**src/rtl/bomberman_pkg.sv**
```systemverilog
// rtl/bomberman_pkg.sv - shared FSM encoding and screen constants for the field renderer
// Purpose: state encoding, default tile/sprite codes and clip bounds shared by
// the renderer and its pixel counter.
// Ports: none (package).
package bomberman_pkg;

  typedef enum logic [2:0] {
    IDLE,
    FETCH,
    WAIT,
    TILE,
    PLAYER,
    DONE
  } state_t;

  localparam logic [3:0] SKIP_CODE_DEF   = 4'hF;
  localparam logic [3:0] PLAYER_BASE_DEF = 4'h8;
  localparam int         SCREEN_W_DEF    = 320;
  localparam int         SCREEN_H_DEF    = 240;

  // Width at which pixel coordinates are formed before clipping, so that
  // sprites hanging off the right/bottom edge do not wrap back on screen.
  localparam int COORD_W = 10;

endpackage

```
**src/rtl/sprite_pixel_counter.sv**
```systemverilog
// rtl/sprite_pixel_counter.sv - col/row stepper for one square tile or sprite
// Purpose: walks the pixels of one 2^TILE_LOG2 square, col fastest then row.
// Ports:
//   clock, reset : rising-edge clock, asynchronous active-high reset
//   clear        : synchronous return to pixel (0,0)
//   step         : advance one pixel
//   col, row     : current pixel inside the sprite
//   last         : current pixel is the bottom-right one
//   wrap         : stepping off the last pixel this cycle (sprite finished)
module sprite_pixel_counter #(
  parameter int TILE_LOG2 = 4
) (
  input  logic                 clock,
  input  logic                 reset,
  input  logic                 clear,
  input  logic                 step,
  output logic [TILE_LOG2-1:0] col,
  output logic [TILE_LOG2-1:0] row,
  output logic                 last,
  output logic                 wrap
);

  assign last = (&col) & (&row);
  assign wrap = step & last;

  // Both fields roll over naturally, so a finished sprite leaves the counter
  // at (0,0) ready for the next one.
  always_ff @(posedge clock or posedge reset) begin
    if (reset) begin
      col <= '0;
      row <= '0;
    end else if (clear) begin
      col <= '0;
      row <= '0;
    end else if (step) begin
      col <= col + 1'b1;
      if (&col) begin
        row <= row + 1'b1;
      end
    end
  end

endmodule

```
**src/rtl/field_renderer.sv**
```systemverilog
// rtl/field_renderer.sv - renders the tile grid then the player sprites as a pixel stream
// Purpose: per frame, fetches each tile code from stage memory, emits one pixel
// per tile pixel, then emits the enabled player sprites, clipping off-screen pixels.
// Ports:
//   clock, reset           : rising-edge clock, asynchronous active-high reset
//   start                  : frame request pulse (ignored while busy)
//   busy, frame_done       : frame in progress / one-cycle end-of-frame pulse
//   tile_addr, tile_data   : stage memory address, code returned one cycle later
//   player_x/_y/_en        : flattened player positions (player 0 in LSBs), enables
//   pix_x, pix_y           : screen coordinate of the offered pixel
//   sprite_idx, sprite_off : sprite to sample and {row,col} inside it
//   pix_valid, pix_ready   : pixel handshake; transfer when both high
module field_renderer
  import bomberman_pkg::*;
#(
  parameter int         GRID_W      = 11,
  parameter int         GRID_H      = 11,
  parameter int         TILE_LOG2   = 4,
  parameter int         NUM_PLAYERS = 2,
  parameter int         ORIGIN_X    = 72,
  parameter int         ORIGIN_Y    = 32,
  parameter int         SCREEN_W    = SCREEN_W_DEF,
  parameter int         SCREEN_H    = SCREEN_H_DEF,
  parameter logic [3:0] SKIP_CODE   = SKIP_CODE_DEF,
  parameter logic [3:0] PLAYER_BASE = PLAYER_BASE_DEF,
  localparam int        AW          = $clog2(GRID_W * GRID_H)
) (
  input  logic                     clock,
  input  logic                     reset,
  input  logic                     start,
  output logic                     busy,
  output logic                     frame_done,
  output logic [AW-1:0]            tile_addr,
  input  logic [3:0]               tile_data,
  input  logic [9*NUM_PLAYERS-1:0] player_x,
  input  logic [8*NUM_PLAYERS-1:0] player_y,
  input  logic [NUM_PLAYERS-1:0]   player_en,
  output logic [8:0]               pix_x,
  output logic [7:0]               pix_y,
  output logic [3:0]               sprite_idx,
  output logic [2*TILE_LOG2-1:0]   sprite_off,
  output logic                     pix_valid,
  input  logic                     pix_ready
);

  localparam int TXW = (GRID_W > 1) ? $clog2(GRID_W) : 1;
  localparam int TYW = (GRID_H > 1) ? $clog2(GRID_H) : 1;
  localparam int PW  = (NUM_PLAYERS > 1) ? $clog2(NUM_PLAYERS) : 1;

  state_t               state, state_n;
  logic [TXW-1:0]       tx, tx_n;
  logic [TYW-1:0]       ty, ty_n;
  logic [PW-1:0]        pidx, pidx_n;
  logic                 loaded, loaded_n;
  logic [3:0]           idx_n;
  logic [COORD_W-1:0]   base_x, base_x_n;
  logic [COORD_W-1:0]   base_y, base_y_n;
  logic [TILE_LOG2-1:0] col, row;
  logic                 last, wrap, step, act, in_bounds;
  logic                 adv_tile, next_player;
  logic [COORD_W-1:0]   cur_x, cur_y;
  logic [8:0]           sel_x;
  logic [7:0]           sel_y;

  sprite_pixel_counter #(
    .TILE_LOG2(TILE_LOG2)
  ) u_counter (
    .clock(clock),
    .reset(reset),
    .clear(state == IDLE),
    .step (step),
    .col  (col),
    .row  (row),
    .last (last),
    .wrap (wrap)
  );

  assign sel_x = player_x[int'(pidx) * 9 +: 9];
  assign sel_y = player_y[int'(pidx) * 8 +: 8];

  assign cur_x     = base_x + COORD_W'(col);
  assign cur_y     = base_y + COORD_W'(row);
  assign in_bounds = (cur_x < COORD_W'(SCREEN_W)) && (cur_y < COORD_W'(SCREEN_H));

  // A player slot spends its first PLAYER cycle sampling position/enable;
  // only a loaded slot produces pixels.
  assign act  = (state == TILE) || ((state == PLAYER) && loaded);
  // Clipped pixels still consume one cycle each, without a handshake.
  assign step = act && (pix_ready || !in_bounds);

  assign busy       = (state != IDLE);
  assign frame_done = (state == DONE);
  assign pix_valid  = act && in_bounds;
  assign pix_x      = act ? cur_x[8:0] : '0;
  assign pix_y      = act ? cur_y[7:0] : '0;
  assign sprite_off = act ? {row, col} : '0;
  assign tile_addr  = (state == FETCH) ? AW'(int'(ty) * GRID_W + int'(tx)) : '0;

  always_comb begin
    state_n     = state;
    tx_n        = tx;
    ty_n        = ty;
    pidx_n      = pidx;
    loaded_n    = loaded;
    idx_n       = sprite_idx;
    base_x_n    = base_x;
    base_y_n    = base_y;
    adv_tile    = 1'b0;
    next_player = 1'b0;

    case (state)
      IDLE: begin
        if (start) begin
          state_n = FETCH;
          tx_n    = '0;
          ty_n    = '0;
        end
      end
      FETCH: state_n = WAIT;
      WAIT: begin
        idx_n = tile_data;
        if (tile_data != SKIP_CODE) begin
          state_n  = TILE;
          base_x_n = COORD_W'(ORIGIN_X) + (COORD_W'(tx) << TILE_LOG2);
          base_y_n = COORD_W'(ORIGIN_Y) + (COORD_W'(ty) << TILE_LOG2);
        end else begin
          adv_tile = 1'b1;
        end
      end
      TILE: adv_tile = wrap;
      PLAYER: begin
        if (!loaded) begin
          if (player_en[pidx]) begin
            loaded_n = 1'b1;
            base_x_n = COORD_W'(sel_x);
            base_y_n = COORD_W'(sel_y);
            idx_n    = PLAYER_BASE + 4'(pidx);
          end else begin
            next_player = 1'b1;
          end
        end else begin
          next_player = wrap;
        end
      end
      DONE: state_n = IDLE;
      default: state_n = IDLE;
    endcase

    if (adv_tile) begin
      if (tx == TXW'(GRID_W - 1)) begin
        tx_n = '0;
        if (ty == TYW'(GRID_H - 1)) begin
          ty_n     = '0;
          state_n  = PLAYER;
          pidx_n   = '0;
          loaded_n = 1'b0;
        end else begin
          ty_n    = ty + 1'b1;
          state_n = FETCH;
        end
      end else begin
        tx_n    = tx + 1'b1;
        state_n = FETCH;
      end
    end

    if (next_player) begin
      loaded_n = 1'b0;
      if (pidx == PW'(NUM_PLAYERS - 1)) begin
        state_n = DONE;
      end else begin
        pidx_n = pidx + 1'b1;
      end
    end
  end

  always_ff @(posedge clock or posedge reset) begin
    if (reset) begin
      state      <= IDLE;
      tx         <= '0;
      ty         <= '0;
      pidx       <= '0;
      loaded     <= 1'b0;
      sprite_idx <= '0;
      base_x     <= '0;
      base_y     <= '0;
    end else begin
      state      <= state_n;
      tx         <= tx_n;
      ty         <= ty_n;
      pidx       <= pidx_n;
      loaded     <= loaded_n;
      sprite_idx <= idx_n;
      base_x     <= base_x_n;
      base_y     <= base_y_n;
    end
  end

endmodule
```
**config.mk**
```make
export PLATFORM = sky130hd
export DESIGN_NAME = field_renderer
export DESIGN_NICKNAME = d
export VERILOG_FILES = /design/src/rtl/bomberman_pkg.sv /design/src/rtl/sprite_pixel_counter.sv /design/src/rtl/field_renderer.sv
export SDC_FILE = /design/constraint.sdc
export NUM_CORES = 1
export LEC_CHECK = 0
export BUFFER_PORTS_ARGS = -buffer_cell sky130_fd_sc_hd__buf_2
export CAP_MARGIN = 20
export CORE_MARGIN = 4
export CORE_UTILIZATION = 25
export DETAILED_ROUTE_END_ITERATION = 10
export GPL_ROUTABILITY_DRIVEN = 0
export PLACE_DENSITY_LB_ADDON = 0.3
export SYNTH_ARGS = -nofsm -noshare
export SYNTH_HDL_FRONTEND = slang
export SYNTH_SLANG_ARGS = --single-unit
export TNS_END_PERCENT = 20
```
**constraint.sdc**
```tcl
create_clock -name clock -period 3.2 [get_ports clock]
set_input_delay 0.16 -clock clock [delete_from_list [all_inputs] [get_ports clock]]
set_output_delay 0.16 -clock clock [all_outputs]
set_load 0.05 [all_outputs]
```
==> results of run 1 <==
==> layer usage <==
metal | vias up | share of wire, % | global-route usage [%]
met5 | - | 0 | 0
met4 | 0 | 1.8 | 3.870
met3 | 14 | 3.6 | 1.958
met2 | 77 | 49 | 21.32
met1 | 1547 | 46 | 16.23
li1 | 1656 | - | -
==> layout by cell type (no fill, tap or decap), types with 2 or more instances in the layout <==
master,count
buf_2,79
nand2_1,48
dfrtp_1,42
nor2_1,35
inv_1,34
ha_1,28
o21ai_0,25
mux2i_1,24
buf_4,20
a21oi_1,15
o31ai_1,12
xnor2_1,11
and2_1,9
and3_1,8
nand3_1,8
xor2_1,6
o211ai_1,6
nand2b_1,5
o21ai_1,5
a21o_1,5
nand4_1,5
nor3_1,5
fa_1,5
clkbuf_16,5
or3_1,4
o21bai_1,3
a22o_1,3
nor3b_2,2
or2_1,2
a211oi_1,2
a22oi_1,2
o211a_1,2
nor2b_1,2
or2_2,2
mux2_2,2
mux2_1,2
o22ai_1,2
==> cell type report <==
class | instances | area share [%]
multi-input combinational | 323 | 52.09
tap | 180 | 4.953
clock inverter | 2 | 0.7705
inverter | 34 | 2.807
timing repair buffer | 102 | 12.63
clock buffer | 6 | 3.054
sequential | 43 | 23.69
==> power breakdown <==
part	leakage, nW	internal (W)	switching, W
Combinational	1.49	0.000226	0.000557
Clock	0.0868	0.000388	0.000218
Sequential	0.561	0.000599	0.0000710
==> metrics by stage <==
stage / util (%) / cells / hold slack, ns / setup WS [ns]
3_3_place_gp: 30.66 / 678 / 0.2773 / 0.2417
3_5_place_dp: 30.66 / 678 / 0.2851 / 0.07194
6_report: 32.50 / 690 / 0.1109 / 0.06211
2_1_floorplan: - / 415 / 0.2998 / 0.01362
4_1_cts: 32.02 / 687 / 0.1042 / 0.003165
5_1_grt: 32.50 / 690 / 0.1142 / -0.03279
==> worst max path at each step <==
stage / to / cells past startpoint
2_1_floorplan: pix_valid / 8
3_3_place_gp: u_counter.row[1]$_DFFE_PP0P_ / 11
3_5_place_dp: u_counter.row[1]$_DFFE_PP0P_ / 11
4_1_cts: tile_addr[6] / 12
5_1_grt: u_counter.row[1]$_DFFE_PP0P_ / 11
6_report: u_counter.row[1]$_DFFE_PP0P_ / 11
==> sequential cells by signal, summed over array words and instances (netlist names) <==
register       flops
loaded             1
sprite_idx         4
u_counter.row      4
pidx               1
ty                 4
tx                 4
base_y             9
u_counter.col      4
base_x             9
state              3
==> logic make-up (layout without fill, tap and decap cells) <==
logic type / count (synthesis) / after routing / synth area share (%)
buf+inv: 49 / 144 / 5.292
xor+xnor: 17 / 17 / 4.143
fa+ha+maj: 34 / 34 / 12.88
mux: 28 / 28 / 7.939
simple gates: 145 / 145 / 19.78
flops: 43 / 43 / 29.94
compound gates: 99 / 99 / 20.02
==> timing repair <==
action,CTS,global route
endpoints found under the setup margin,1,9
hold endpoints to repair,14,0
pin swaps,0,3
hold buffers,1,0
gates resized for setup,2,10
setup buffers,0,3
==> results_dict.tcl, run 1 <==
set metrics [dict create \
    status "complete, no violations" \
    io_pins 83 \
    syn-cell-area_um2 3593 \
    hold_viol 0 \
    cts_num_sinks 43 \
    port_buffers 82 \
    crit_required_ns 3.37 \
    synth_nets 493 \
    final_area_um2 4547 \
    grt_pass1_wl_um 16540 \
    synthCells 415 \
    layout.nets 587 \
    nFillCells 1508 \
    criticalPathCategory "reg -> reg" \
    placed_cell_area_um2 4289 \
    power_density_nw_per_um2 452.9 \
    rsz0062_at_grt "true" \
    remaining_drc_errors 0 \
    fin_crit_ns 3.138 \
    setup_viol 0 \
    ir_worst_vdd_v 0.0001797 \
    hold_depth 2 \
    r2r_cells 11 \
    slew_headroom_pct 56.14 \
    drtIter0Drc 198 \
    startpoint "u_counter.col[0]$_DFFE_PP0P_" \
    crit_family "compound AO/OA/AOI/OAI gates" \
    cp_num_buf_inv 2 \
    seq_area_um2 1077 \
    skew_ns 0.003940 \
    vias 3294 \
    diodes 0 \
    total_leakage_power_nw 2.138 \
    tns_ns 0 \
    netlist-cell-type-count 60 \
    path_max_fanout 6 \
    rows 43 \
    totalPowerFinal_w 0.002059 \
    dr.pass1.iters 4 \
    initial_core_util_pct 25.69 \
    grt_usage_pct 12.50 \
    htreeDepth 2 \
    fp.dieW_um 127.9 \
    synth_seq_area_share_pct 29.94 \
    layout-drive-gt1-share_pct 25.49 \
    min_path_type "in -> reg" \
    design.die.area_um2 16360 \
    start_kind "flip-flop" \
    async_flop_share_pct 100.0 \
    synth-edff-count 0 \
    synth_area_leaders "dfrtp_1, ha_1, mux2i_1, nand2_1, nor2_1" \
    yosysMostFrequentCell "nand2_1" \
    clock_latency_ns 0.29 \
    clockBufferDepth 2 \
    fp.coreArea_um2 13990 \
    cp-end-kind "flip-flop" \
    grt_pass1_vias 3302 \
    tightest_slew_ns 0.6571 \
    cap_violations 0 \
    cpPeakStageDelay_ns 0.53 \
    cts_buffers 5 \
    yosysWarnings 0 \
    fmax_ghz 0.3187 \
    hold_start "tile_data[2]" \
    cts-root-buf "clkbuf_16" \
    synth_top_cell_area_share_pct 29.94 \
    cp.arrival_ns 3.30 \
    drt-wirelength-per-cell_um 14.92 \
    area_delta_synth_final_pct 26.53 \
    synthTopCellsByCount "nand2_1, dfrtp_1, nor2_1, inv_1, ha_1" \
    die_y_um 127.9 \
    grt_max_degree 37 \
    cp_cell_sequence "ha_1, inv_1, fa_1, nand2b_1, a2111oi_1, a2bb2oi_1, o22ai_2, buf_4, nor3_2, nor3b_2, mux2_1" \
    hpwlAfterDp_um 8104 \
    fin_crit_sh_pct 98.06 \
    wl_um 10300 \
    drv_slew 0 \
    ys_ff_latch 43 \
    synth.avg_cell_area_um2 8.659 \
    routed_via_density 4.774 \
    timing.rr.end "u_counter.row[1]$_DFFE_PP0P_" \
    grt-ovfl-total 0 \
    worstHoldEndpoint "sprite_idx[2]$_DFFE_PP0P_" \
    cts_tree "built" \
    critPathSlowestCell "a2111oi_1" \
    yosysTopAreaCell "dfrtp_1" \
    multi_input_area_um2 2369 \
    clk_pin_slew_ns 0.06 \
    r2r_setup_slack_ns 0.06 \
    synth_ff_type "dfrtp_1" \
    reg2reg_from "u_counter.col[0]$_DFFE_PP0P_" \
    antenna_left 0 \
    antenna_found_initial 0 \
]
Note: power is estimated with default switching activity, not from simulation.
==> inputs of run 2 (changes only) <==
--- a/config.mk
+++ b/config.mk
@@ -9,8 +9,10 @@
 export CAP_MARGIN = 20
 export CORE_MARGIN = 4
 export CORE_UTILIZATION = 25
+export CTS_BUF_LIST = sky130_fd_sc_hd__clkbuf_2
 export DETAILED_ROUTE_END_ITERATION = 10
 export GPL_ROUTABILITY_DRIVEN = 0
+export GPL_TIMING_DRIVEN = 0
 export PLACE_DENSITY_LB_ADDON = 0.3
 export SYNTH_ARGS = -nofsm -noshare
 export SYNTH_HDL_FRONTEND = slang
==> run 2 against run 1 <==
Maximum frequency fell by 0.92%; worst hold slack got worse by 0.078 ns; clock power fell by 49%; cell count rose by 2.6%.
==> results_dict.tcl, run 2 (synthesis gave the netlist of run 1 again) <==
set metrics [dict create \
    status "complete, no violations" \
    rsz0062_at_grt "true" \
    r2r_setup_slack_ns 0.17 \
    wl_um 10670 \
    area_delta_synth_final_pct 29.91 \
    top_usage_layer "met2" \
    rows 43 \
    layout.nets 605 \
    tns_ns 0 \
    routed_via_density 4.761 \
    initial_core_util_pct 25.69 \
    hold_viol 0 \
    met2_usage_pct 22.89 \
    startpoint "ty[2]$_DFF_PP0_" \
    hold_slack_ns 0.03280 \
    setup_viol 0 \
    grt_usage_pct 12.94 \
    path_max_fanout 3 \
    r2r_cells 11 \
    antenna_found_initial 1 \
    die_y_um 127.9 \
    cts_tree "built" \
    tightest_slew_ns 0.8595 \
    io_pins 83 \
    mostFrequentLayoutCell "buf_2" \
    start_kind "flip-flop" \
    ir_worst_vdd_v 0.0001803 \
    drv_slew 0 \
    cp-end-kind "output pin" \
    cts_buffers 5 \
    reg2reg_from "u_counter.col[0]$_DFFE_PP0P_" \
    placed_cell_area_um2 4252 \
    remaining_drc_errors 0 \
    cts-root-buf "clkbuf_2" \
    layout_common_cells "buf_2, nand2_1, dfrtp_1" \
    fp.dieW_um 127.9 \
    power_density_nw_per_um2 383.5 \
    final_cell_count_no_fill 708 \
    criticalPathCategory "reg -> out" \
    min_path_type "in -> reg" \
    crit_required_ns 3.04 \
    port_buffers 82 \
    largestRegisters "base_x (9), base_y (9)" \
    htreeDepth 2 \
    timing.rr.end "tx[2]$_DFFE_PP0P_" \
    crit_end "tile_addr[6]" \
    use_met1_pct 16.52 \
    cp.arrival_ns 3.01 \
    slew_headroom_pct 42.70 \
    skew_ns 0.02630 \
    clk_pin_slew_ns 0.23 \
    grt_max_degree 25 \
    fmax_ghz 0.3158 \
    totalPowerFinal_w 0.001790 \
    clockBufferDepth 2 \
    drt-wirelength-per-cell_um 15.07 \
    fin_crit_ns 3.167 \
    dp_cells 678 \
    global_route.usage.met3_pct 1.792 \
    grt-ovfl-total 0 \
    fin_crit_sh_pct 98.97 \
    antenna_left 0 \
    design.die.area_um2 16360 \
    total_leakage_power_nw 2.151 \
    layout-drive-gt1-share_pct 28.65 \
    grt_pass1_wl_um 17110 \
    grt_pass1_vias 3478 \
    dr.pass1.iters 4 \
    cts_num_sinks 43 \
    cap_violations 0 \
    clock_latency_ns 0.40 \
    drtIter0Drc 220 \
    final_area_um2 4668 \
    hpwlAfterDp_um 8254 \
    fp.coreArea_um2 13990 \
    vias 3371 \
]
run 2: through the flow:
step / setup WS (ns) / utilization, %
global route: -0.1296 / 33.37
finish: 0.03297 / 33.37
global placement: -0.3424 / 30.25
detailed placement: -0.3548 / 30.39
floorplan: 0.01362 / -
CTS: -0.02964 / 32.17
run 2: routing by layer:
layer | wire length, um | up-vias
li1 | - | 1686
met1 | 4833 | 1600
met2 | 5375 | 75
met3 | 346 | 10
met4 | 113 | 0
met5 | 0 | -
run 2: worst min-delay path by stage:
stage	start	end	slack, ns	cells after the start
after global routing	player_y[1]	base_y[1]$_DFFE_PP0P_	-0.02	3
after global placement	tile_data[1]	sprite_idx[1]$_DFFE_PP0P_	0.40	2
after detailed placement	reset	sprite_idx[2]$_DFFE_PP0P_	0.20	2
after CTS	tile_data[0]	sprite_idx[0]$_DFFE_PP0P_	0.0003	3
after floorplan	tile_data[1]	sprite_idx[1]$_DFFE_PP0P_	0.30	1
final	tile_data[0]	sprite_idx[0]$_DFFE_PP0P_	0.03	3
run 2: layout make-up:
class,instances,area (um^2)
fill,1502,9320
multi-input combinational,323,2474
sequential,43,1081
timing repair buffer,105,634.4
tap,180,225.2
inverter,34,127.6
buffer,15,63.81
clock buffer,6,30.03
clock inverter,1,30.03
antenna,1,2.502
run 2: timing repair:
action,CTS,global route
pin swaps,13,13
gates resized for setup,22,18
hold buffers,3,1
hold endpoints to repair,21,1
endpoints found under the setup margin,33,27
setup buffers,9,9
run 2: report_power, final:
group | internal, W | total, W | switching [W]
combinational | 0.000247 | 0.000812 | 0.000565
sequential | 0.000600 | 0.000669 | 0.0000692
clock | 0.000132 | 0.000309 | 0.000177
run 2: worst max-delay path: stages, from the launching register on:
cell      delay, ns
dfrtp_2        0.51
ha_4           0.29
inv_2          0.03
fa_1           0.53
inv_1          0.08
ha_4           0.21
a21o_1         0.18
a21oi_4        0.16
o21bai_1       0.07
a21oi_1        0.17
xnor2_1        0.10
nor2_2         0.11
buf_6          0.17
